**src/rtl/div4_pkg.sv**
```systemverilog
// Shared types and constants for the 4-bit sequential restoring divider.
// Holds the FSM state encoding, datapath widths and the divide-by-zero quotient.
package div4_pkg;

    localparam int WIDTH   = 4;
    localparam int COUNT_W = $clog2(WIDTH);

    localparam logic [WIDTH-1:0] DIV0_QUOT = 4'hF;

    typedef enum logic [1:0] {
        IDLE = 2'd0,
        CALC = 2'd1,
        DONE = 2'd2
    } state_t;

endpackage

```
**src/rtl/seq_div4_ctrl_sub.sv**
```systemverilog
// FourBitSubRipple: 4-bit ripple-borrow subtractor, Diff = A1 - B1.
// Ports: A1/B1 operands, Diff difference, No_Borrow high when A1 >= B1.
module FourBitSubRipple (
    input  logic [3:0] A1,
    input  logic [3:0] B1,
    output logic [3:0] Diff,
    output logic       No_Borrow
);

    logic [4:0] bw;

    assign bw[0] = 1'b0;

    for (genvar i = 0; i < 4; i++) begin : g_fs
        assign Diff[i]  = A1[i] ^ B1[i] ^ bw[i];
        assign bw[i+1]  = (~A1[i] & B1[i])
                        | (~(A1[i] ^ B1[i]) & bw[i]);
    end

    assign No_Borrow = ~bw[4];

endmodule

```
**src/rtl/seq_div4_ctrl.sv**
```systemverilog
// seq_div4_ctrl: restoring 4-bit unsigned divider, one quotient bit per cycle
// through a single shared FourBitSubRipple instance.
// Ports: clk, rst (async, active high); start/dividend/divisor request;
// busy (CALC), done (1-cycle pulse), quotient/remainder (held), div_err.
// Optional: `define DIV_ZERO_DETECT_EN short-circuits divisor==0 to DONE
// with div_err=1; otherwise div_err is tied low.
import div4_pkg::*;

module seq_div4_ctrl (
    input  logic             clk,
    input  logic             rst,
    input  logic             start,
    input  logic [WIDTH-1:0] dividend,
    input  logic [WIDTH-1:0] divisor,
    output logic             busy,
    output logic             done,
    output logic [WIDTH-1:0] quotient,
    output logic [WIDTH-1:0] remainder,
    output logic             div_err
);

    state_t             state_q, state_d;
    logic [WIDTH-1:0]   a_q, a_d;
    logic [WIDTH-1:0]   b_q, b_d;
    logic [WIDTH-1:0]   r_q, r_d;
    logic [WIDTH-1:0]   qacc_q, qacc_d;
    logic [COUNT_W-1:0] cnt_q, cnt_d;
    logic [WIDTH-1:0]   quot_q, quot_d;
    logic [WIDTH-1:0]   rem_q, rem_d;
    logic               err_q, err_d;

    logic [WIDTH-1:0]   s;
    logic [WIDTH-1:0]   diff;
    logic               no_borrow;
    logic [WIDTH-1:0]   r_calc;
    logic [WIDTH-1:0]   q_calc;

    // Shift the next dividend bit into the partial remainder. R stays below
    // the dividend prefix, so R[3] is always 0 here and S fits in 4 bits.
    assign s = {r_q[WIDTH-2:0], a_q[cnt_q]};

    FourBitSubRipple u_sub (
        .A1        (s),
        .B1        (b_q),
        .Diff      (diff),
        .No_Borrow (no_borrow)
    );

    // Restore on borrow: keep S, otherwise take the difference.
    assign r_calc = no_borrow ? diff : s;

    always_comb begin
        q_calc        = qacc_q;
        q_calc[cnt_q] = no_borrow;
    end

    always_ff @(posedge clk or posedge rst) begin
        if (rst) begin
            state_q <= IDLE;
            a_q     <= '0;
            b_q     <= '0;
            r_q     <= '0;
            qacc_q  <= '0;
            cnt_q   <= '0;
            quot_q  <= '0;
            rem_q   <= '0;
            err_q   <= 1'b0;
        end else begin
            state_q <= state_d;
            a_q     <= a_d;
            b_q     <= b_d;
            r_q     <= r_d;
            qacc_q  <= qacc_d;
            cnt_q   <= cnt_d;
            quot_q  <= quot_d;
            rem_q   <= rem_d;
            err_q   <= err_d;
        end
    end

    always_comb begin
        state_d = state_q;
        a_d     = a_q;
        b_d     = b_q;
        r_d     = r_q;
        qacc_d  = qacc_q;
        cnt_d   = cnt_q;
        quot_d  = quot_q;
        rem_d   = rem_q;
        err_d   = err_q;

        unique case (state_q)
            IDLE: begin
                if (start) begin
                    a_d     = dividend;
                    b_d     = divisor;
                    r_d     = '0;
                    qacc_d  = '0;
                    cnt_d   = COUNT_W'(WIDTH - 1);
                    err_d   = 1'b0;
                    state_d = CALC;
`ifdef DIV_ZERO_DETECT_EN
                    if (divisor == '0) begin
                        quot_d  = DIV0_QUOT;
                        rem_d   = dividend;
                        err_d   = 1'b1;
                        state_d = DONE;
                    end
`endif
                end
            end
            CALC: begin
                r_d    = r_calc;
                qacc_d = q_calc;
                if (cnt_q == '0) begin
                    // Results are published only on entry to DONE.
                    quot_d  = q_calc;
                    rem_d   = r_calc;
                    state_d = DONE;
                end else begin
                    cnt_d = cnt_q - 1'b1;
                end
            end
            DONE: begin
                state_d = IDLE;
            end
            default: begin
                state_d = IDLE;
            end
        endcase
    end

    assign busy      = (state_q == CALC);
    assign done      = (state_q == DONE);
    assign quotient  = quot_q;
    assign remainder = rem_q;

`ifdef DIV_ZERO_DETECT_EN
    assign div_err = err_q;
`else
    logic err_unused;
    assign err_unused = err_q;
    assign div_err    = 1'b0;
`endif

endmodule

```
**config.mk**
```make
export PLATFORM = sky130hd
export DESIGN_NAME = seq_div4_ctrl
export DESIGN_NICKNAME = d
export VERILOG_FILES = /design/src/rtl/div4_pkg.sv /design/src/rtl/seq_div4_ctrl_sub.sv /design/src/rtl/seq_div4_ctrl.sv
export SDC_FILE = /design/constraint.sdc
export NUM_CORES = 1
export LEC_CHECK = 0
export ABC_AREA = 1
export CORE_MARGIN = 2
export CORE_UTILIZATION = 55
export CTS_CLUSTER_SIZE = 25
export DETAILED_ROUTE_END_ITERATION = 6
export GPL_ROUTABILITY_DRIVEN = 0
export PLACE_DENSITY = 0.91
export SLEW_MARGIN = 5
export SYNTH_ARGS = -nofsm -noshare
export SYNTH_HDL_FRONTEND = slang
export SYNTH_SLANG_ARGS = --single-unit
```
**constraint.sdc**
```tcl
create_clock -name clk -period 3.7 [get_ports clk]
set_input_delay 0.74 -clock clk [delete_from_list [all_inputs] [get_ports clk]]
set_output_delay 0.74 -clock clk [all_outputs]
set_load 0.02 [all_outputs]
```
Word-level counts from Yosys, hierarchy flattened
Index checks and enable logic that the tools add are counted.
- eq/ne operators: 5
- add/sub/neg operators: 1
- muxes and demuxes: 15
- reductions and logical operators: 9
- magnitude comparators: 2
- bitwise gates (word level): 25
- operators with widths (operator ; count):
    2-bit two-way mux ; 4
    4-bit two-way mux ; 2
    1-bit NOT ; 8
    2-bit one-hot mux with 2 select lines ; 2
    4-bit one-hot mux with 2 select lines ; 1
    2-bit AND reduction ; 4
    1-bit bitwise AND ; 7
    1-bit bitwise XOR ; 7
    3-bit one-hot mux with 2 select lines ; 1
    4-bit bitwise mux ; 1
    2-bit zero test ; 2
    2-bit != test, second input constant ; 2
    2-bit by 3-bit < comparator with 1-bit output, second input constant ; 1
    1-bit OR ; 3
    3-bit AND reduction ; 1
    1-bit binary-select mux with 2-bit select ; 1
    1-bit demux with 2-bit select ; 1
    2-bit by 1-bit == test with 1-bit output, second input constant ; 1
    2-bit == test, second input constant ; 1
    2-bit by 1-bit >= comparator with 1-bit output, second input constant ; 1
    1-bit two-way mux ; 2
    2-bit by 1-bit != test with 1-bit output, second input constant ; 1
    2-bit nonzero test ; 1
    2-bit by 1-bit subtractor with 2-bit output, second input constant ; 1
    1-bit logical AND ; 1
- register bits after elaboration: 27
- logic and storage cells: 65
- input bits: 11

Depth between registers and ports, before layout
Gate-level depths: netlist of run 1.
- word-level depth: 13
- gate-level depth with buffers: 15
- depth with buffers taken out: 15

Modules after synthesis
Synthesis of run 1 repeated with hierarchy kept, for this count alone.
- cell total of the unflattened synthesis: 150
- area, all modules: 1316.3 sq um
- by module, submodules not included (module ; instances ; area each (sq um) ; sequential area each (sq um) ; cells an instance):
    seq_div4_ctrl ; 1 ; 1206.2 ; 650.6 ; 136
    FourBitSubRipple ; 1 ; 110.1 ; 0.0 ; 14

Worst setup path after synthesis of run 1
OpenSTA, ideal clock, no wires.
- path kind: register -> register
- from: reg cnt_q[0]
- to: reg rem_q[2] (netlist: remainder[2])
- data required time: 3.605 ns
- library setup time: 0.095 ns
- stages on the path, launching flop included: 14
- clock period less this slack: 2.464 ns
- arrival: 2.369 ns
- slack: 1.236 ns
- cells stage by stage: dfrtp_1 inv_1 nand2_1 nand3_1 nand2_1 ha_1 inv_1 fa_1 inv_1 fa_1 fa_1 inv_1 o21ai_0 o31ai_1
- cells in the longest elaborated chain, start to end: 11
- RTL lines (what ; RTL line ; source):
    start: declaration ; seq_div4_ctrl.sv:27 ; logic [COUNT_W-1:0] cnt_q, cnt_d;
    start signal: assignment ; seq_div4_ctrl.sv:74 ; cnt_q <= cnt_d;
    1-bit binary-select mux with 2-bit select ; seq_div4_ctrl.sv:40 ; assign s = {r_q[WIDTH-2:0], a_q[cnt_q]};
    1-bit two-way mux (not written as such) ; seq_div4_ctrl.sv:40 ;
    1-bit NOT ; seq_div4_ctrl_sub.sv:16 ; assign bw[i+1] = (~A1[i] & B1[i])
    1-bit bitwise AND ; seq_div4_ctrl_sub.sv:16 ;
    1-bit bitwise AND ; seq_div4_ctrl_sub.sv:17 ; | (~(A1[i] ^ B1[i]) & bw[i]);
    1-bit OR ; seq_div4_ctrl_sub.sv:17 ;
    1-bit bitwise AND ; seq_div4_ctrl_sub.sv:17 ;
    1-bit OR ; seq_div4_ctrl_sub.sv:17 ;
    1-bit bitwise AND ; seq_div4_ctrl_sub.sv:17 ;
    1-bit OR ; seq_div4_ctrl_sub.sv:17 ;
    4-bit two-way mux ; seq_div4_ctrl.sv:50 ; assign r_calc = no_borrow ? diff : s;
    end signal: assignment ; seq_div4_ctrl.sv:76 ; rem_q <= rem_d;
    end: declaration ; seq_div4_ctrl.sv:29 ; logic [WIDTH-1:0] rem_q, rem_d;
Several ways; a longest one is shown, not always the timed one. The select of a mux whose other input is x is not followed.
A chain may end at the register's enable or synchronous reset.

Final worst setup path of run 1
Same ends and word-level chain as after synthesis.

==> flow_summary.toml, run 1 <==
[floorplanning]
start_util_pct = 58.14
io_pins = 22
die_h_um = 52.36
num_rows = 17
die_x_um = 52.36
dieArea_mm2 = 0.002742
core_mm2 = 0.002212

[cells_and_area]
most-common-layout-cells = "49 x nand2_1, 26 x dfrtp_1, 20 x clkdlybuf4s50_1, 16 x o21ai_0, 11 x inv_1"
final_common_cell = "nand2_1"
area_growth_pct = 17.41
antenna_cells = 0
layout-drive-gt1-share_pct = 8.125
nets = 181

[logic_synthesis]
synth.distinct_cells = 22
syn-num-nets = 160
ys_seq_area_share_pct = 50.58
netlist_instances = 141
postSynthRegisterBits = 26
avgSynthCellArea_um2 = 9.122
yosysWarnings = 0
synth_area_mm2 = 0.001286

[critical_path]
path_class = "reg2reg"
critPathRequiredTime_ns = 3.93
worstPathCellList = "inv_1, nand2_1, nand3_1, nand2_1, ha_1, inv_1, fa_1, inv_1, fa_1, fa_1, inv_1, o21ai_0, o31ai_1"
max_stage_delay_ns = 0.48
worstPathArrival_ns = 2.97
critPathSlowestCell = "fa_1"
crit_top_cell = "inv_1"
crit_family = "adder cells"
worst-path-buf-inv = 4
path_max_fanout = 7
critPathCaptureType = "flip-flop"
setup.worst_path.start_class = "flip-flop"

[cts]
post_cts_buffers = 0
cts_resized = 0
htreeDepth = 1
cts-root-buf = "clkbuf_4"
cts_tree = "built"
hold_buffers = 0
clkTransAtPathRegs_ns = 0.13
clock_path_buffers = 2
cts_made_buffers = 3
insertion_delay_ns = 0.32
cts.sinks = 26

[pwr]
vdd_drop_max_v = 0.0005436
powerDensity_mw_per_mm2 = 932.3
leakage_uw = 0.0007311
power_uw = 1408

[sta]
hold_viol = 0
period_share_pct = 74.03
finClkSkew_ns = 0.004630
fmax_mhz = 365.1
rsz0062_at_grt = "false"
min_period_ns = 2.739
setup_viol = 0
setup-tns-final_ns = 0
max_slew_margin_pct = 35.80
drv_slew = 0
tightestPinTransition_ns = 0.9619

[detailed_routing]
routed_wl_mm = 2.313
drt-wirelength-per-cell_um = 12.30
vias = 974
dr.pass1.iters = 4
ant_nets = 0
drc = 0
vias_per_cell = 5.181
drt_iter0_markers = 10

[job]
maxCapViolations = 0

[global_routing]
grt_overflow = 0
grt_pass1_vias = 1006
grt_pass1_wl_mm = 4.133
antenna_found_initial = 0
grt_usage_pct = 20.60
grt_start_max_net_pins = 27

[run_status]
status = "finished clean"

[place]
dp_hpwl_mm = 1.810
portBuffers = 20

[hold_path]
hold_class = "reg2reg"
## where the power goes
group / total, µW / switching, µW / internal [µW] / leakage, µW
Sequential: 507 / 85.3 / 422 / 0.000320
Combinational: 784 / 481 / 302 / 0.000397
Clock: 117 / 79.2 / 38.2 / 0.0000138
Total: 1410 / 646 / 762 / 0.000731
## worst paths after layout
path,start,end,slack (ns),cells past startpoint
max in group asynchronous,rst,r_q[0]$_DFFE_PP0P_,2.19,2
worst max-delay path,cnt_q[0]$_DFFE_PP0P_,remainder[2]$_DFFE_PP0P_,0.96,13
worst min register to register,a_q[0]$_DFFE_PP0P_,a_q[0]$_DFFE_PP0P_,0.50,2
min in group asynchronous,rst,b_q[1]$_DFFE_PP0P_,0.93,2
worst min-delay path,a_q[0]$_DFFE_PP0P_,a_q[0]$_DFFE_PP0P_,0.50,2
worst max register to register,cnt_q[0]$_DFFE_PP0P_,remainder[2]$_DFFE_PP0P_,0.96,13
## routing by layer
layer | wire, µm | GRT usage (%)
met4 | 39 | 9.829
met5 | 0 | 0
met1 | 998 | 24.72
met2 | 1184 | 36.25
met3 | 91 | 2.571
## Yosys cell counts, drive strengths merged
library cell	n	share of area, %
a21oi	2	0.78
o22ai	1	0.49
clkbuf	1	0.29
nand2	50	15
dfrtp	26	51
conb	1	0.29
nand3	5	2.9
nor2	6	2.9
ha	5	4.9
o211ai	1	0.58
inv	15	4.6
fa	3	4.7
o31ai	4	2.3
o21ai	18	7.6
buf	3	2.3
## stage by stage
stage	instance area, µm²	hold WS [ns]	util (%)	worst slack, ns	std cells
2_1_floorplan	1286	0.4479	-	1.236	141
3_3_place_gp	1488	0.4668	67.25	1.137	185
3_5_place_dp	1488	0.4722	67.25	0.9703	185
4_1_cts	1510	0.5031	68.27	0.9492	188
5_1_grt	1510	0.5397	68.27	0.7160	188
6_report	1510	0.5015	68.27	0.9608	188
## state kept, by name, indices dropped and copies added (netlist names)
| name | cells |
|---|---|
| quotient | 4 |
| cnt_q | 2 |
| a_q | 4 |
| state_q | 2 |
| b_q | 4 |
| qacc_q | 3 |
| remainder | 4 |
| r_q | 3 |
## worst reg2reg max path: stages (launching register included)
cell,delay (ns)
dfrtp_1,0.47
inv_1,0.15
nand2_1,0.06
nand3_1,0.06
nand2_1,0.07
ha_1,0.18
inv_1,0.07
fa_1,0.16
inv_1,0.05
fa_1,0.38
fa_1,0.48
inv_1,0.19
o21ai_0,0.13
o31ai_1,0.21
## kinds of logic (layout without fill, tap and decap cells)
| kind of cell | count (synthesis) | after routing | synth area share, % |
|---|---|---|---|
| compound gates | 26 | 26 | 11.77 |
| fa+ha+maj | 8 | 8 | 9.533 |
| other cells | 1 | 1 | 0.2915 |
| simple gates | 61 | 61 | 20.62 |
| buf+inv | 19 | 38 | 7.199 |
| flops | 26 | 26 | 50.58 |
## layout make-up
| class | instances | area (µm²) |
|---|---|---|
| clock buffers | 3 | 22.52 |
| repair buffers | 20 | 200.2 |
| fillers | 179 | 701.9 |
| well taps | 28 | 35.03 |
| multi-input cells | 96 | 543.0 |
| flip-flops and latches | 26 | 650.6 |
| inverters | 15 | 58.81 |
(Power assumes the default switching activity.)
==> run 2, diff against run 1 <==
Settings changed: CORE_UTILIZATION 55 to 51, PLACE_DENSITY 0.91 to 0.86.
Clock period 3.7 ns to 2.6 ns, I/O delays scaled along.
==> flow_summary.toml, run 2 (synthesis results as in run 1) <==
[place]
portBuffers = 20
dp_hpwl_mm = 1.840

[cts]
htreeDepth = 1
hold_buffers = 0
cts_made_buffers = 3
clock_path_buffers = 2
cts_tree = "built"
clkTransAtPathRegs_ns = 0.13
insertion_delay_ns = 0.32
cts.sinks = 26
cts-root-buf = "clkbuf_4"

[critical_path]
path_class = "reg2reg"
critPathRequiredTime_ns = 2.84
worstPathArrival_ns = 2.82
path_max_fanout = 7
setup.worst_path.start_class = "flip-flop"
critPathCaptureType = "flip-flop"

[global_routing]
grt_start_max_net_pins = 27
grt_usage_pct = 19.45
antenna_found_initial = 0
grt_overflow = 0
grt_pass1_wl_mm = 4.057
grt_pass1_vias = 958

[sta]
fmax_mhz = 387.4
rsz0062_at_grt = "true"
hold_ws_ns = 0.4961
finClkSkew_ns = 0.003071
drv_slew = 0
period_share_pct = 99.29
min_period_ns = 2.582
hold_viol = 0
setup_viol = 0

[job]
maxCapViolations = 0

[floorplanning]
dieArea_mm2 = 0.002940
io_pins = 22
die_h_um = 54.22
num_rows = 18
start_util_pct = 52.88
die_x_um = 54.22
core_mm2 = 0.002432

[cells_and_area]
fillers = 213
most-common-layout-cells = "47 x nand2_1, 24 x dfrtp_1, 20 x clkdlybuf4s50_1, 12 x o21ai_0, 7 x inv_1"
final_common_cell = "nand2_1"
regArea_um2 = 653.1
antenna_cells = 0
area_growth_pct = 23.74
multi_input_area_um2 = 579.3
layout-drive-gt1-share_pct = 21.21
nets = 186

[hold_path]
hold_class = "reg2reg"

[detailed_routing]
ant_nets = 0
drt_iter0_markers = 22
vias = 1044
routed_wl_mm = 2.581
dr.pass1.iters = 4
vias_per_cell = 5.354
drt-wirelength-per-cell_um = 13.24
drc = 0

[pwr]
leakage_uw = 0.0007534
power_uw = 2266
powerDensity_mw_per_mm2 = 1424
vdd_drop_max_v = 0.0007311

[run_status]
status = "finished clean"
[run 2: cell types whose count changed in the layout (fill, tap and decap cells not counted), sizes merged]
cell	change
buf	+5
[run 2: critical path, stage by stage (launching register included)]
cell	delay, ns
dfrtp_2	0.48
inv_2	0.08
nand2_1	0.05
nand3_1	0.06
nand2_1	0.08
ha_2	0.18
inv_2	0.06
fa_2	0.20
inv_2	0.05
fa_2	0.37
fa_2	0.48
nand2_2	0.11
o21ai_2	0.07
o31ai_2	0.24
[run 2: layout make-up]
class	count	share of cell area (%)
Timing Repair Buffer	25	14.94
Clock buffer	3	1.415
Inverter	15	3.852
Multi-Input combinational cell	96	36.40
Tap cell	30	2.358
Sequential cell	26	41.04
[run 2: what timing repair did]
action,in CTS,in global routing
pin swaps,0,9
resized for setup,2,20
endpoints found under the setup margin,10,13
setup buffers,0,3
[run 2: per-layer routing]
metal / vias up / track usage [%] / wire (µm)
li1: 498 / - / -
met1: 500 / 23.78 / 1074
met2: 39 / 33.94 / 1332
met3: 7 / 2.732 / 126
met4: 0 / 8.750 / 49
met5: - / 0 / 0
[run 2: path summary, 6_finish.rpt]
check / from / to / slack (ns) / depth (start not counted)
setup reg to reg: cnt_q[0]$_DFFE_PP0P_ / quotient[1]$_DFFE_PP0P_ / 0.02 / 13
max in group asynchronous: rst / cnt_q[1]$_DFFE_PP0P_ / 1.80 / 3
min in group asynchronous: rst / a_q[3]$_DFFE_PP0P_ / 0.53 / 3
setup / recovery: cnt_q[0]$_DFFE_PP0P_ / quotient[1]$_DFFE_PP0P_ / 0.02 / 13
hold reg to reg: a_q[3]$_DFFE_PP0P_ / a_q[3]$_DFFE_PP0P_ / 0.50 / 2
hold / removal: a_q[3]$_DFFE_PP0P_ / a_q[3]$_DFFE_PP0P_ / 0.50 / 2
[run 2: report_power, final]
group / leakage (µW) / switching, µW / internal (µW)
Clock: 0.0000138 / 115 / 54.3
Sequential: 0.000318 / 132 / 603
Combinational: 0.000421 / 804 / 557
[run 2: through the flow]
step                worst slack [ns]  cell area [µm²]  std cells  util (%)  TNS [ns]
global placement             0.05691             1505        189     61.88         0
CTS                         0.004337             1530        192     62.91         0
detailed placement           -0.1371             1505        189     61.88   -0.5262
global route                 -0.1130             1592        195     65.43   -0.5919
finish                       0.01840             1592        195     65.43         0
floorplan                     0.1355             1286        141         -         0
==> run 3, diff against run 2 <==
Settings changed: CORE_MARGIN 2 to 5, CORE_UTILIZATION 51 to 54, CTS_BUF_LIST set to sky130_fd_sc_hd__clkbuf_8, PLACE_DENSITY 0.86 to 0.9, RECOVER_POWER set to 50.
==> flow_summary.toml, run 3 (synthesis results as in run 1) <==
[run_status]
status = "finished clean"

[global_routing]
grt_pass1_vias = 1015
grt_pass1_wl_mm = 4.478
antenna_found_initial = 0
grt_start_max_net_pins = 27
grt_overflow = 0
grt_usage_pct = 16.96

[detailed_routing]
vias_per_cell = 5.148
ant_nets = 0
vias = 1009
routed_wl_mm = 2.639
drt-wirelength-per-cell_um = 13.46
dr.pass1.iters = 4
drc = 0
drt_iter0_markers = 20

[place]
dpl-instance-area_mm2 = 0.001503
dp_hpwl_mm = 1.939
portBuffers = 20

[pwr]
leakage_uw = 0.0007655
vdd_drop_max_v = 0.0007692
power_uw = 2242
powerDensity_mw_per_mm2 = 1413

[sta]
tightestPinTransition_ns = 1.320
period_share_pct = 96.09
setup_viol = 0
hold_viol = 0
rsz0062_at_grt = "true"
max_slew_margin_pct = 11.97
drv_slew = 0
finClkSkew_ns = 0.003508
min_period_ns = 2.498
fmax_mhz = 400.3

[cells_and_area]
nets = 189
layout-drive-gt1-share_pct = 15.48
fillers = 164
antenna_cells = 0
fin_util_pct = 71.04
most-common-layout-cells = "49 x nand2_1, 25 x dfrtp_1, 19 x clkdlybuf4s50_1, 15 x o21ai_0, 8 x inv_1"
final_common_cell = "nand2_1"
final_cell_area_mm2 = 0.001587
area_growth_pct = 23.35

[cts]
hold_buffers = 0
insertion_delay_ns = 0.27
htreeDepth = 1
clock_path_buffers = 2
cts.sinks = 26
clkTransAtPathRegs_ns = 0.08
cts_made_buffers = 3
cts-root-buf = "clkbuf_8"
cts_tree = "built"

[critical_path]
path_class = "reg2reg"
r2r_slack_ns = 0.10
critPathRequiredTime_ns = 2.77
timing.rr.start = "cnt_q[0]$_DFFE_PP0P_"
reg2regPathDepth = 15
worstPathArrival_ns = 2.67
r2r-end = "r_q[1]$_DFFE_PP0P_"
path_max_fanout = 5
critPathCaptureType = "flip-flop"
setup.worst_path.start_class = "flip-flop"

[floorplanning]
start_util_pct = 57.59
die_x_um = 58.81
core_mm2 = 0.002233
io_pins = 22
dieArea_mm2 = 0.003458
die_h_um = 58.81
num_rows = 17

[hold_path]
min_to = "a_q[0]$_DFFE_PP0P_"
hp-start = "a_q[0]$_DFFE_PP0P_"
hold_class = "reg2reg"
hold-path-cell-count = 2

[job]
maxCapViolations = 0
==> run 3: how the worst max path moves through the flow <==
stage	start	end	slack, ns	cells after the start
global route	cnt_q[0]$_DFFE_PP0P_	remainder[2]$_DFFE_PP0P_	-0.04	14
global placement	cnt_q[0]$_DFFE_PP0P_	remainder[2]$_DFFE_PP0P_	0.05	13
floorplan	cnt_q[0]$_DFFE_PP0P_	remainder[2]$_DFFE_PP0P_	0.14	13
CTS	cnt_q[0]$_DFFE_PP0P_	remainder[2]$_DFFE_PP0P_	0.01	13
finish	cnt_q[0]$_DFFE_PP0P_	r_q[1]$_DFFE_PP0P_	0.10	15
detailed placement	cnt_q[0]$_DFFE_PP0P_	remainder[2]$_DFFE_PP0P_	-0.17	13
==> run 3: repair_timing <==
action / 4_1_cts / 5_1_grt
buffers inserted: 4 / 2
gates resized for setup: 4 / 5
setup endpoints to repair: 11 / 11
pin swaps: 2 / 3
==> run 3: report_power, final <==
part           leakage, µW  switching, µW  internal (µW)
Combinational     0.000425            761            534
Sequential        0.000319            119            603
Clock            0.0000216            120            104
==> run 3: cell type report <==
| cell class | count | area [µm²] | share of cell area, % |
|---|---|---|---|
| Multi-Input combinational cell | 96 | 540.5 | 34.07 |
| Timing Repair Buffer | 28 | 256.5 | 16.17 |
| Inverter | 15 | 61.31 | 3.864 |
| Sequential cell | 26 | 651.9 | 41.09 |
| Tap cell | 28 | 35.03 | 2.208 |
| Clock buffer | 3 | 41.29 | 2.603 |
==> run 3: through the flow <==
step	instances	TNS, ns	setup slack, ns	hold slack, ns
final	196	0	0.1016	0.4961
after global routing	196	-0.2572	-0.04307	0.5202
after global placement	187	0	0.05386	0.4669
after CTS	194	0	0.01208	0.4997
after detailed placement	187	-0.7567	-0.1737	0.4776
after floorplan	141	0	0.1355	0.4479
==> run 3: worst max-delay path, cell delays in order, from the launching register on <==
cell     delay [ns]
dfrtp_2        0.38
buf_4          0.12
nand2_1        0.05
nand3_1        0.08
nand2_1        0.08
ha_1           0.18
inv_1          0.08
fa_1           0.19
inv_2          0.05
fa_2           0.34
fa_2           0.42
buf_4          0.17
nand2_1        0.05
nand2_1        0.07
nand2_1        0.08
o21ai_2        0.06
==> run 3: routing by layer <==
| metal | GRT usage, % | up-vias | routed length, µm | part of all wire (%) |
|---|---|---|---|---|
| met1 | 19.75 | 471 | 1065 | 40 |
| met3 | 3.947 | 8 | 170 | 6.4 |
| met2 | 29.81 | 30 | 1322 | 50 |
| met4 | 6.796 | 0 | 81 | 3.1 |
| met5 | 0 | - | 0 | 0 |
| li1 | - | 500 | - | - |
